===== src/rtl/dm_access_ctrl_if.sv =====
// Bundles the pipeline-side load/store handshake and the memory-side request/ack port of dm_access_ctrl.
// Request transfers on the rising edge where req_valid & req_ready; mem_req stays high with stable fields until the mem_ack pulse.
interface dm_access_ctrl_if;
  logic        req_valid;
  logic        req_we;
  logic [1:0]  req_size;
  logic        req_sext;
  logic [31:0] req_addr;
  logic [31:0] req_wdata;
  logic        req_ready;
  logic        resp_valid;
  logic [31:0] resp_rdata;
  logic [1:0]  resp_exc;
  logic        stall;
  logic        mem_req;
  logic        mem_we;
  logic [31:0] mem_addr;
  logic [3:0]  mem_be;
  logic [31:0] mem_wdata;
  logic        mem_ack;
  logic [31:0] mem_rdata;

  modport slave (
    input  req_valid, req_we, req_size, req_sext, req_addr, req_wdata, mem_ack, mem_rdata,
    output req_ready, resp_valid, resp_rdata, resp_exc, stall,
           mem_req, mem_we, mem_addr, mem_be, mem_wdata
  );

  modport master (
    output req_valid, req_we, req_size, req_sext, req_addr, req_wdata, mem_ack, mem_rdata,
    input  req_ready, resp_valid, resp_rdata, resp_exc, stall,
           mem_req, mem_we, mem_addr, mem_be, mem_wdata
  );
endinterface


===== src/rtl/dm_access_ctrl.sv =====
// Data-memory access controller: aligns stores into byte lanes, extracts/extends loads,
// flags misalignment up front and bounds each memory access with a wait-cycle timeout.
module dm_access_ctrl #(
  parameter int TIMEOUT = 255
) (
  input  logic             clk,
  input  logic             reset,
  dm_access_ctrl_if.slave  bus,
  output logic [1:0]       state_o
);

  typedef enum logic [1:0] {
    IDLE   = 2'd0,
    ACCESS = 2'd1,
    RESP   = 2'd2
  } state_e;

  localparam logic [7:0] TMO_LAST = 8'(TIMEOUT - 1);

  state_e      state_q, state_d;
  logic [7:0]  cnt_q, cnt_d;
  logic        we_q, we_d;
  logic [1:0]  size_q, size_d;
  logic        sext_q, sext_d;
  logic [31:0] addr_q, addr_d;
  logic [31:0] wdata_q, wdata_d;
  logic [31:0] rdata_q, rdata_d;
  logic [1:0]  exc_q, exc_d;

  logic        in_idle, in_access, in_resp;
  logic [1:0]  size_norm;
  logic        misaligned;
  logic [3:0]  be_c;
  logic [31:0] wdata_c;
  logic [15:0] half_c;
  logic [7:0]  byte_c;
  logic [31:0] load_c;

  assign in_idle   = (state_q == IDLE);
  assign in_access = (state_q == ACCESS);
  assign in_resp   = (state_q == RESP);

  // Size 3 is folded into word at acceptance so downstream logic sees only 0/1/2.
  assign size_norm  = (bus.req_size == 2'd3) ? 2'd0 : bus.req_size;
  assign misaligned = ((size_norm == 2'd1) && bus.req_addr[0]) ||
                      ((size_norm == 2'd0) && (bus.req_addr[1:0] != 2'b00));

  always_comb begin
    be_c    = 4'b1111;
    wdata_c = wdata_q;
    case (size_q)
      2'd1: begin
        be_c    = 4'b0011 << {addr_q[1], 1'b0};
        wdata_c = {2{wdata_q[15:0]}};
      end
      2'd2: begin
        be_c    = 4'b0001 << addr_q[1:0];
        wdata_c = {4{wdata_q[7:0]}};
      end
      default: ;
    endcase
  end

  assign half_c = addr_q[1] ? bus.mem_rdata[31:16] : bus.mem_rdata[15:0];
  assign byte_c = bus.mem_rdata[{addr_q[1:0], 3'b000} +: 8];

  always_comb begin
    load_c = bus.mem_rdata;
    case (size_q)
      2'd1:    load_c = sext_q ? {{16{half_c[15]}}, half_c} : {16'h0000, half_c};
      2'd2:    load_c = sext_q ? {{24{byte_c[7]}}, byte_c} : {24'h000000, byte_c};
      default: ;
    endcase
  end

  always_comb begin
    state_d = state_q;
    cnt_d   = cnt_q;
    we_d    = we_q;
    size_d  = size_q;
    sext_d  = sext_q;
    addr_d  = addr_q;
    wdata_d = wdata_q;
    rdata_d = rdata_q;
    exc_d   = exc_q;
    case (state_q)
      IDLE: begin
        if (bus.req_valid) begin
          we_d    = bus.req_we;
          size_d  = size_norm;
          sext_d  = bus.req_sext;
          addr_d  = bus.req_addr;
          wdata_d = bus.req_wdata;
          rdata_d = 32'h0;
          cnt_d   = 8'h00;
          if (misaligned) begin
            exc_d   = bus.req_we ? 2'd2 : 2'd1;
            state_d = RESP;
          end else begin
            exc_d   = 2'd0;
            state_d = ACCESS;
          end
        end
      end
      ACCESS: begin
        // An ack in the final allowed cycle still completes normally.
        if (bus.mem_ack) begin
          rdata_d = we_q ? 32'h0 : load_c;
          state_d = RESP;
        end else if (cnt_q == TMO_LAST) begin
          exc_d   = 2'd3;
          state_d = RESP;
        end else begin
          cnt_d = cnt_q + 8'd1;
        end
      end
      RESP:    state_d = IDLE;
      default: state_d = IDLE;
    endcase
  end

  always_ff @(posedge clk or negedge reset) begin
    if (!reset) begin
      state_q <= IDLE;
      cnt_q   <= 8'h00;
      we_q    <= 1'b0;
      size_q  <= 2'd0;
      sext_q  <= 1'b0;
      addr_q  <= 32'h0;
      wdata_q <= 32'h0;
      rdata_q <= 32'h0;
      exc_q   <= 2'd0;
    end else begin
      state_q <= state_d;
      cnt_q   <= cnt_d;
      we_q    <= we_d;
      size_q  <= size_d;
      sext_q  <= sext_d;
      addr_q  <= addr_d;
      wdata_q <= wdata_d;
      rdata_q <= rdata_d;
      exc_q   <= exc_d;
    end
  end

  // Byte enables and write data qualify stores only; a load drives an all-zero mask.
  assign bus.req_ready  = in_idle;
  assign bus.resp_valid = in_resp;
  assign bus.resp_rdata = in_resp ? rdata_q : 32'h0;
  assign bus.resp_exc   = in_resp ? exc_q : 2'd0;
  assign bus.stall      = (bus.req_valid & in_idle) | in_access | (in_resp & ~bus.resp_valid);
  assign bus.mem_req    = in_access;
  assign bus.mem_we     = in_access & we_q;
  assign bus.mem_addr   = in_access ? {addr_q[31:2], 2'b00} : 32'h0;
  assign bus.mem_be     = (in_access & we_q) ? be_c : 4'b0000;
  assign bus.mem_wdata  = (in_access & we_q) ? wdata_c : 32'h0;
  assign state_o        = state_q;

endmodule


===== src/flat_wrapper.sv =====
// flat-port wrapper written by rule: the top's interface ports become plain ports
module dm_access_ctrl_flat 
#(
  parameter int TIMEOUT = 255
)
  (clk, reset, state_o, bus_req_valid, bus_req_we, bus_req_size, bus_req_sext, bus_req_addr, bus_req_wdata, bus_mem_ack, bus_mem_rdata, bus_req_ready, bus_resp_valid, bus_resp_rdata, bus_resp_exc, bus_stall, bus_mem_req, bus_mem_we, bus_mem_addr, bus_mem_be, bus_mem_wdata);
  dm_access_ctrl_if bus_i ();
  input  logic clk;
  input  logic reset;
  output logic [1:0] state_o;
  input wire logic [$bits(bus_i.req_valid)-1:0] bus_req_valid;
  input wire logic [$bits(bus_i.req_we)-1:0] bus_req_we;
  input wire logic [$bits(bus_i.req_size)-1:0] bus_req_size;
  input wire logic [$bits(bus_i.req_sext)-1:0] bus_req_sext;
  input wire logic [$bits(bus_i.req_addr)-1:0] bus_req_addr;
  input wire logic [$bits(bus_i.req_wdata)-1:0] bus_req_wdata;
  input wire logic [$bits(bus_i.mem_ack)-1:0] bus_mem_ack;
  input wire logic [$bits(bus_i.mem_rdata)-1:0] bus_mem_rdata;
  output wire logic [$bits(bus_i.req_ready)-1:0] bus_req_ready;
  output wire logic [$bits(bus_i.resp_valid)-1:0] bus_resp_valid;
  output wire logic [$bits(bus_i.resp_rdata)-1:0] bus_resp_rdata;
  output wire logic [$bits(bus_i.resp_exc)-1:0] bus_resp_exc;
  output wire logic [$bits(bus_i.stall)-1:0] bus_stall;
  output wire logic [$bits(bus_i.mem_req)-1:0] bus_mem_req;
  output wire logic [$bits(bus_i.mem_we)-1:0] bus_mem_we;
  output wire logic [$bits(bus_i.mem_addr)-1:0] bus_mem_addr;
  output wire logic [$bits(bus_i.mem_be)-1:0] bus_mem_be;
  output wire logic [$bits(bus_i.mem_wdata)-1:0] bus_mem_wdata;
  assign bus_i.req_valid = bus_req_valid;
  assign bus_i.req_we = bus_req_we;
  assign bus_i.req_size = bus_req_size;
  assign bus_i.req_sext = bus_req_sext;
  assign bus_i.req_addr = bus_req_addr;
  assign bus_i.req_wdata = bus_req_wdata;
  assign bus_i.mem_ack = bus_mem_ack;
  assign bus_i.mem_rdata = bus_mem_rdata;
  assign bus_req_ready = bus_i.req_ready;
  assign bus_resp_valid = bus_i.resp_valid;
  assign bus_resp_rdata = bus_i.resp_rdata;
  assign bus_resp_exc = bus_i.resp_exc;
  assign bus_stall = bus_i.stall;
  assign bus_mem_req = bus_i.mem_req;
  assign bus_mem_we = bus_i.mem_we;
  assign bus_mem_addr = bus_i.mem_addr;
  assign bus_mem_be = bus_i.mem_be;
  assign bus_mem_wdata = bus_i.mem_wdata;
  dm_access_ctrl #(.TIMEOUT(TIMEOUT)) u_core (.clk(clk), .reset(reset), .bus(bus_i), .state_o(state_o));
endmodule

===== config.mk =====
export PLATFORM = sky130hd
export DESIGN_NAME = dm_access_ctrl_flat
export DESIGN_NICKNAME = d
export VERILOG_FILES = /design/src/rtl/dm_access_ctrl_if.sv /design/src/rtl/dm_access_ctrl.sv /design/src/flat_wrapper.sv
export SDC_FILE = /design/constraint.sdc
export NUM_CORES = 1
export LEC_CHECK = 0
export ABC_AREA = 1
export BUFFER_PORTS_ARGS = -buffer_cell sky130_fd_sc_hd__buf_2
export CAP_MARGIN = 20
export CORE_MARGIN = 1
export CORE_UTILIZATION = 35
export CTS_CLUSTER_SIZE = 12
export DETAILED_ROUTE_END_ITERATION = 10
export GPL_TIMING_DRIVEN = 0
export PLACE_DENSITY_LB_ADDON = 0.05
export RECOVER_POWER = 100
export SYNTH_ARGS = -nofsm -noshare
export SYNTH_HDL_FRONTEND = slang
export SYNTH_SLANG_ARGS = --single-unit

===== constraint.sdc =====
create_clock -name clk -period 3.5 [get_ports clk]
set_input_delay 0 -clock clk [delete_from_list [all_inputs] [get_ports clk]]
set_output_delay 0 -clock clk [all_outputs]
set_load 0.01 [all_outputs]

==> results of run 1 <==
critical path: stages (launching register included):
cell,delay [ps]
dfrtp_1,410
inv_1,80
nand2_1,70
clkbuf_1,290
nor2_1,620
buf_2,330
o21ai_0,120
nor2_1,110
clkbuf_1,210
per-stage QoR:
| step | hold WS, ps | instance area (sq um) | setup slack, ps |
|---|---|---|---|
| after detailed placement | -64.38 | 7402 | 1555 |
| after global placement | 195.4 | 7368 | 880.0 |
| after floorplan | -295.6 | 6042 | 2004 |
| after CTS | 3.021 | 8523 | 1225 |
| after global routing | 22.09 | 8298 | 542.4 |
| final | 1.788 | 8298 | 882.9 |
power breakdown:
group,internal (mW),switching (mW)
clock network,0.596,0.536
registers,1.83,0.227
logic,0.862,2.04
kinds of logic (layout without fill, tap and decap cells):
family	count (synthesis)	in the layout	share of synthesized area
AND/OR/NAND/NOR	415	415	0.2739
XOR/XNOR	3	3	0.004352
buffers and inverters	160	467	0.1109
flip-flops	112	112	0.4642
adder cells (fa/ha/maj)	6	6	0.01243
other	1	2	0.0006210
AO/OA/AOI/OAI	153	153	0.1337
metal layers:
metal | up-vias | part of all wire | global-route usage
li1 | 3208 | - | -
met1 | 2975 | 0.46 | 0.3088
met2 | 208 | 0.47 | 0.3686
met3 | 21 | 0.056 | 0.04148
met4 | 0 | 0.017 | 0.05997
met5 | - | 0 | 0
final cells by class:
cell class / count / area (sq um) / area share
Tap cell: 220 / 275.3 / 0.03317
Multi-Input combinational cell: 579 / 2512 / 0.3028
Clock inverter: 6 / 81.33 / 0.009801
Sequential cell: 112 / 2803 / 0.3378
Buffer: 41 / 186.4 / 0.02247
Inverter: 119 / 447.9 / 0.05398
Clock buffer: 10 / 239.0 / 0.02880
Timing Repair Buffer: 291 / 1753 / 0.2112
what timing repair did:
item	in CTS	in global routing
endpoints found under the hold margin	193	0
hold buffers	80	0
buffers inserted	0	0
worst paths after layout:
kind / cells past startpoint / endpoint
max in group asynchronous: 2 / u_core.rdata_q[6]$_DFFE_PN0P_
worst max-delay path: 8 / bus_mem_wdata[16]
min in group asynchronous: 2 / u_core.cnt_q[2]$_DFFE_PN0P_
worst min register to register: 2 / u_core.wdata_q[23]$_DFFE_PN0P_
worst min-delay path: 5 / u_core.rdata_q[8]$_DFFE_PN0P_
worst max register to register: 8 / u_core.rdata_q[9]$_DFFE_PN0P_
flip-flops by register name, indices dropped and copies added, names as in the netlist:
signal          flops
u_core.state_o      2
u_core.sext_q       1
u_core.wdata_q     32
u_core.we_q         1
u_core.cnt_q        8
u_core.exc_q        2
u_core.size_q       2
u_core.addr_q      32
u_core.rdata_q     32
cell usage in the layout, fill, tap and decap left out, types with 3 or more instances in the layout:
cell type | Yosys | final
a21oi_1 | 36 | 36
buf_2 | 11 | 117
clkbuf_1 | 20 | 130
clkbuf_16 | 0 | 9
clkinv_1 | 3 | 3
dfrtp_1 | 112 | 112
dlygate4sd3_1 | 0 | 80
ha_1 | 6 | 6
inv_1 | 111 | 113
inv_8 | 0 | 3
nand2_1 | 264 | 267
nand2_2 | 5 | 3
nand3_1 | 12 | 13
nor2_1 | 122 | 124
o21ai_0 | 95 | 101
o21ai_1 | 4 | 4
o22ai_1 | 8 | 8
==> impl_metrics.json, run 1 <==
{
  "clock_skew_ps": 9.850,
  "gp_congestion": 0.8373,
  "die_h_um": 133.3,
  "die-area_sq_mm": 0.01778,
  "ir_drop_v": 0.0003589,
  "antenna_left": 0,
  "rsz0062_at_grt": "no",
  "root_buffer": "clkbuf_16",
  "grt_pass1_wl_um": 31460,
  "start_util": 0.3616,
  "pwr_density_cell_mw_per_mm2": 733.3,
  "setup_tns_ps": 0,
  "cts_resized": 0,
  "netlist_area_sq_mm": 0.006038,
  "cts.path.max_buffers": 2,
  "p_total_mw": 6.085,
  "drtPass1Iterations": 5,
  "pin_count": 213,
  "dp_hpwl_um": 14340,
  "drive_above_1_share": 0.1287,
  "drt_iter0_drc": 405,
  "finish.utilization": 0.4969,
  "dp_cells": 1282,
  "period_needed_ps": 2617,
  "slew_headroom": -0.4964,
  "crit_required_ps": 3500,
  "tritoncts": "done",
  "drt-wirelength-per-cell_um": 14.25,
  "ys_types": 32,
  "r2r-start": "u_core.state_o[0]$_DFFE_PN0P_",
  "ff2ff_setup_slack_ps": 1190,
  "tightest_slew_ps": 2245,
  "layout.nets": 1263,
  "coreArea_sq_mm": 0.01670,
  "startpoint": "u_core.state_o[1]$_DFFE_PN0P_",
  "start_kind": "register",
  "syn_avg_cell_area_sq_um": 7.104,
  "grt_start_max_net_pins": 77,
  "cp_max_fo": 10,
  "synthTopCellsByCount": "nand2_1 (264), nor2_1 (122), dfrtp_1 (112)",
  "yosys.area.top_type": "dfrtp_1",
  "synth_most_common_cell": "nand2_1",
  "yosysTopAreaCellShare": 0.4642,
  "io_buffers": 210,
  "cap_violations": 1,
  "leakage_nw": 4.157,
  "remaining_drc_errors": 0,
  "instances_no_fill": 1378,
  "cts_buffers": 9,
  "synth-seq-cells": 112,
  "wl_um": 19640,
  "viasPerCell": 4.653,
  "synth_warnings": 0,
  "syn_to_final_growth_pct": 37.42,
  "synth_edf_count": 0,
  "overflow": 0,
  "fp.dieW_um": 133.3,
  "hold_viol": 0,
  "clock_sinks": 112,
  "grt_usage": 0.2263,
  "slew_violations": 37,
  "holdCritPathClass": "input pin to register",
  "critPathCaptureType": "primary output",
  "fillCellCount": 1835,
  "synthCells": 850,
  "critPathKind": "register to primary output",
  "netlist_top_cells_area": "dfrtp_1 (46%), nand2_1 (16%), o21ai_0 (7.9%), nor2_1 (7.6%), inv_1 (6.9%)",
  "ys_seq_area_frac": 0.4642,
  "fin_crit_sh": 0.7477,
  "status": "complete, but fails checks",
  "setup_viol": 0,
  "rows": 47,
  "violations": "max-capacitance violations, max-slew violations",
  "hold_path_startpoint": "bus_mem_rdata[8]",
  "synthArstFlopShare": 1.000,
  "n_antenna_cell": 0,
  "grt_pass1_vias": 6177,
  "antenna_found_initial": 0,
  "clk_pin_slew_ps": 80,
  "ys.flop_type": "dfrtp_1",
  "clk_latency_ps": 360,
  "vias": 6412,
  "critPathArrivalTime_ps": 2620,
  "fmax_mhz": 382.1,
  "htree_levels": 3
}
No activity file was read; power rests on OpenSTA's default activity.
==> inputs of run 2 (changes only) <==
==> constraint.sdc (replaced) <==
create_clock -name clk -period 2.1 [get_ports clk]
set_input_delay 0 -clock clk [delete_from_list [all_inputs] [get_ports clk]]
set_output_delay 0 -clock clk [all_outputs]
set_load 0.01 [all_outputs]
==> run 2 against run 1 <==
Net effect:
- the flow now finishes without violations
- cell area increased by 1.9%
- critical path depth shrank 1
- clock power increased by 66%
- global-route usage about the same
- via count is 1.2% higher
- sequential cell count is the same
- non-clock buffer count is 3 higher
- sequential share of layout area fell by 0.61 points
- core utilization increased by 0.94 points
- worst hold slack improved by 5.9 ps
- combinational power is 77% higher
- routed wire length rose by 0.65%
==> impl_metrics.json, run 2 (same netlist as run 1, synthesis figures left out) <==
{
  "final_common_cell": "nand2_1",
  "hold_viol": 0,
  "rr_worst_depth": 6,
  "ff2ff_setup_slack_ps": 170,
  "clk_pin_slew_ps": 80,
  "n_antenna_cell": 0,
  "crit_required_ps": 2100,
  "critPathKind": "register to primary output",
  "cts.path.max_buffers": 2,
  "timing.rr.end": "u_core.wdata_q[5]$_DFFE_PN0P_",
  "syn_to_final_growth_pct": 40.03,
  "pin_count": 213,
  "timing.hold.ws_ps": 7.686,
  "setup_viol": 0,
  "layout_common_cells": "nand2_1 (263), buf_2 (127), nor2_1 (122)",
  "tritoncts": "done",
  "drive_above_1_share": 0.1747,
  "placed_cell_area_sq_mm": 0.007402,
  "pwr-share-clk": 0.180,
  "p_int_mw": 5.671,
  "largest_registers": "u_core.addr_q x32, u_core.rdata_q x32, u_core.wdata_q x32",
  "comb_power_share": 0.492,
  "clock_sinks": 112,
  "period_needed_ps": 1993,
  "overflow": 0,
  "rows": 47,
  "final_area_sq_mm": 0.008456,
  "grt_usage": 0.2268,
  "clk_latency_ps": 360,
  "worstHoldEndpoint": "u_core.rdata_q[20]$_DFFE_PN0P_",
  "htree_levels": 3,
  "pwr_density_cell_mw_per_mm2": 1236,
  "rsz0062_at_grt": "no",
  "start_kind": "register",
  "drtPass1Iterations": 5,
  "holdCritPathClass": "input pin to register",
  "startpoint": "u_core.size_q[1]$_DFFE_PN0P_",
  "status": "finished, final reports clean",
  "die-area_sq_mm": 0.01778,
  "cts_buffers": 9,
  "slowest_delay_ps": 390,
  "drt_iter0_drc": 402,
  "slew_headroom": 0.3435,
  "p_sw_mw": 4.776,
  "tightest_slew_ps": 984.8,
  "critPathCaptureType": "primary output",
  "antenna_left": 0,
  "r2r-start": "u_core.state_o[1]$_DFFE_PN0P_",
  "start_util": 0.3616,
  "hold-path-cell-count": 5,
  "crit_chain": "inv_1 > ha_2 > clkinvlp_4 > o22ai_1 > o21ai_0 > a21oi_1 > clkbuf_2",
  "gp_congestion": 0.8373,
  "fp.dieW_um": 133.3,
  "grt_pass1_wl_um": 31530,
  "antenna_found_initial": 0,
  "layout.nets": 1267,
  "coreArea_sq_mm": 0.01670,
  "dp_hpwl_um": 14340,
  "slew_violations": 0,
  "io_buffers": 210,
  "root_buffer": "clkbuf_16",
  "viasPerCell": 4.698,
  "grt_pass1_vias": 6189,
  "p_total_mw": 10.45,
  "critPathArrivalTime_ps": 1990,
  "die_h_um": 133.3,
  "remaining_drc_errors": 0,
  "clock_skew_ps": 9.475,
  "vias": 6492,
  "ir_drop_v": 0.0006047,
  "setup_tns_ps": 0,
  "cp_max_fo": 5,
  "drt-wirelength-per-cell_um": 14.31,
  "swShare": 0.4572,
  "cap_violations": 0,
  "slowest_stage": "dfrtp_1",
  "grt_start_max_net_pins": 77,
  "fmax_mhz": 501.7,
  "leakage_nw": 4.299,
  "power_frac_seq": 0.328,
  "wl_um": 19770,
  "fin_crit_sh": 0.9491,
  "hold_path_startpoint": "bus_mem_rdata[20]"
}
[run 2: timing repair]
item / CTS / global route
setup endpoints to repair: 21 / 59
gates cloned: 0 / 1
setup buffers: 1 / 2
hold buffers: 80 / 0
hold endpoints to repair: 193 / 0
gates resized for setup: 5 / 28
pin swaps: 1 / 1
[run 2: layout make-up]
type | count | area (sq um)
sequential | 112 | 2804
timing repair buffer | 294 | 1795
multi-input combinational | 579 | 2565
clock buffer | 10 | 239.0
tap | 220 | 275.3
timing repair inverter | 1 | 5.005
fill | 1809 | 8245
buffer | 41 | 236.5
inverter | 119 | 454.2
clock inverter | 6 | 81.33
[run 2: stage by stage]
step / std cells / util / worst slack [ps]
floorplan: 851 / - / 604.3
global placement: 1281 / 0.4412 / -520.0
detailed placement: 1282 / 0.4432 / 154.6
CTS: 1379 / 0.5120 / 12.40
global route: 1382 / 0.5063 / 2.043
finish: 1382 / 0.5063 / 106.8
[run 2: worst max path at each step]
stage | slack, ps | to | cells after the start
final | 110 | bus_mem_wdata[10] | 7
after global routing | 2 | u_core.addr_q[0]$_DFFE_PN0P_ | 6
after CTS | 10 | bus_mem_be[1] | 9
after detailed placement | 150 | u_core.rdata_q[3]$_DFFE_PN0P_ | 10
after global placement | -520 | u_core.wdata_q[24]$_DFFE_PN0P_ | 1
after floorplan | 600 | u_core.rdata_q[2]$_DFFE_PN0P_ | 11
[run 2: layer usage]
layer / track usage / vias to the layer above / wire length, um
met5: 0 / - / 0
met3: 0.04148 / 22 / 1136
met2: 0.3709 / 230 / 9163
li1: - / 3217 / -
met4: 0.05934 / 0 / 337
met1: 0.3086 / 3023 / 9134
[run 2: worst max-delay path, delay by kind of cell (launching register included)]
kind	cells	cell delay [ps]
compound gates	3	560
buf+inv	3	440
flops	1	390
fa+ha+maj	1	260
[run 2: power groups by stage]
stage | Sequential (mW) | Combinational, mW | Clock, mW
6_report | 3.42 | 5.14 | 1.88
5_1_grt | 3.52 | 5.81 | 2.01
4_1_cts | 3.43 | 5.15 | 1.94
3_5_place_dp | 3.46 | 4.96 | 0
3_3_place_gp | 3.44 | 4.94 | 0
2_1_floorplan | 3.37 | 3.30 | 0
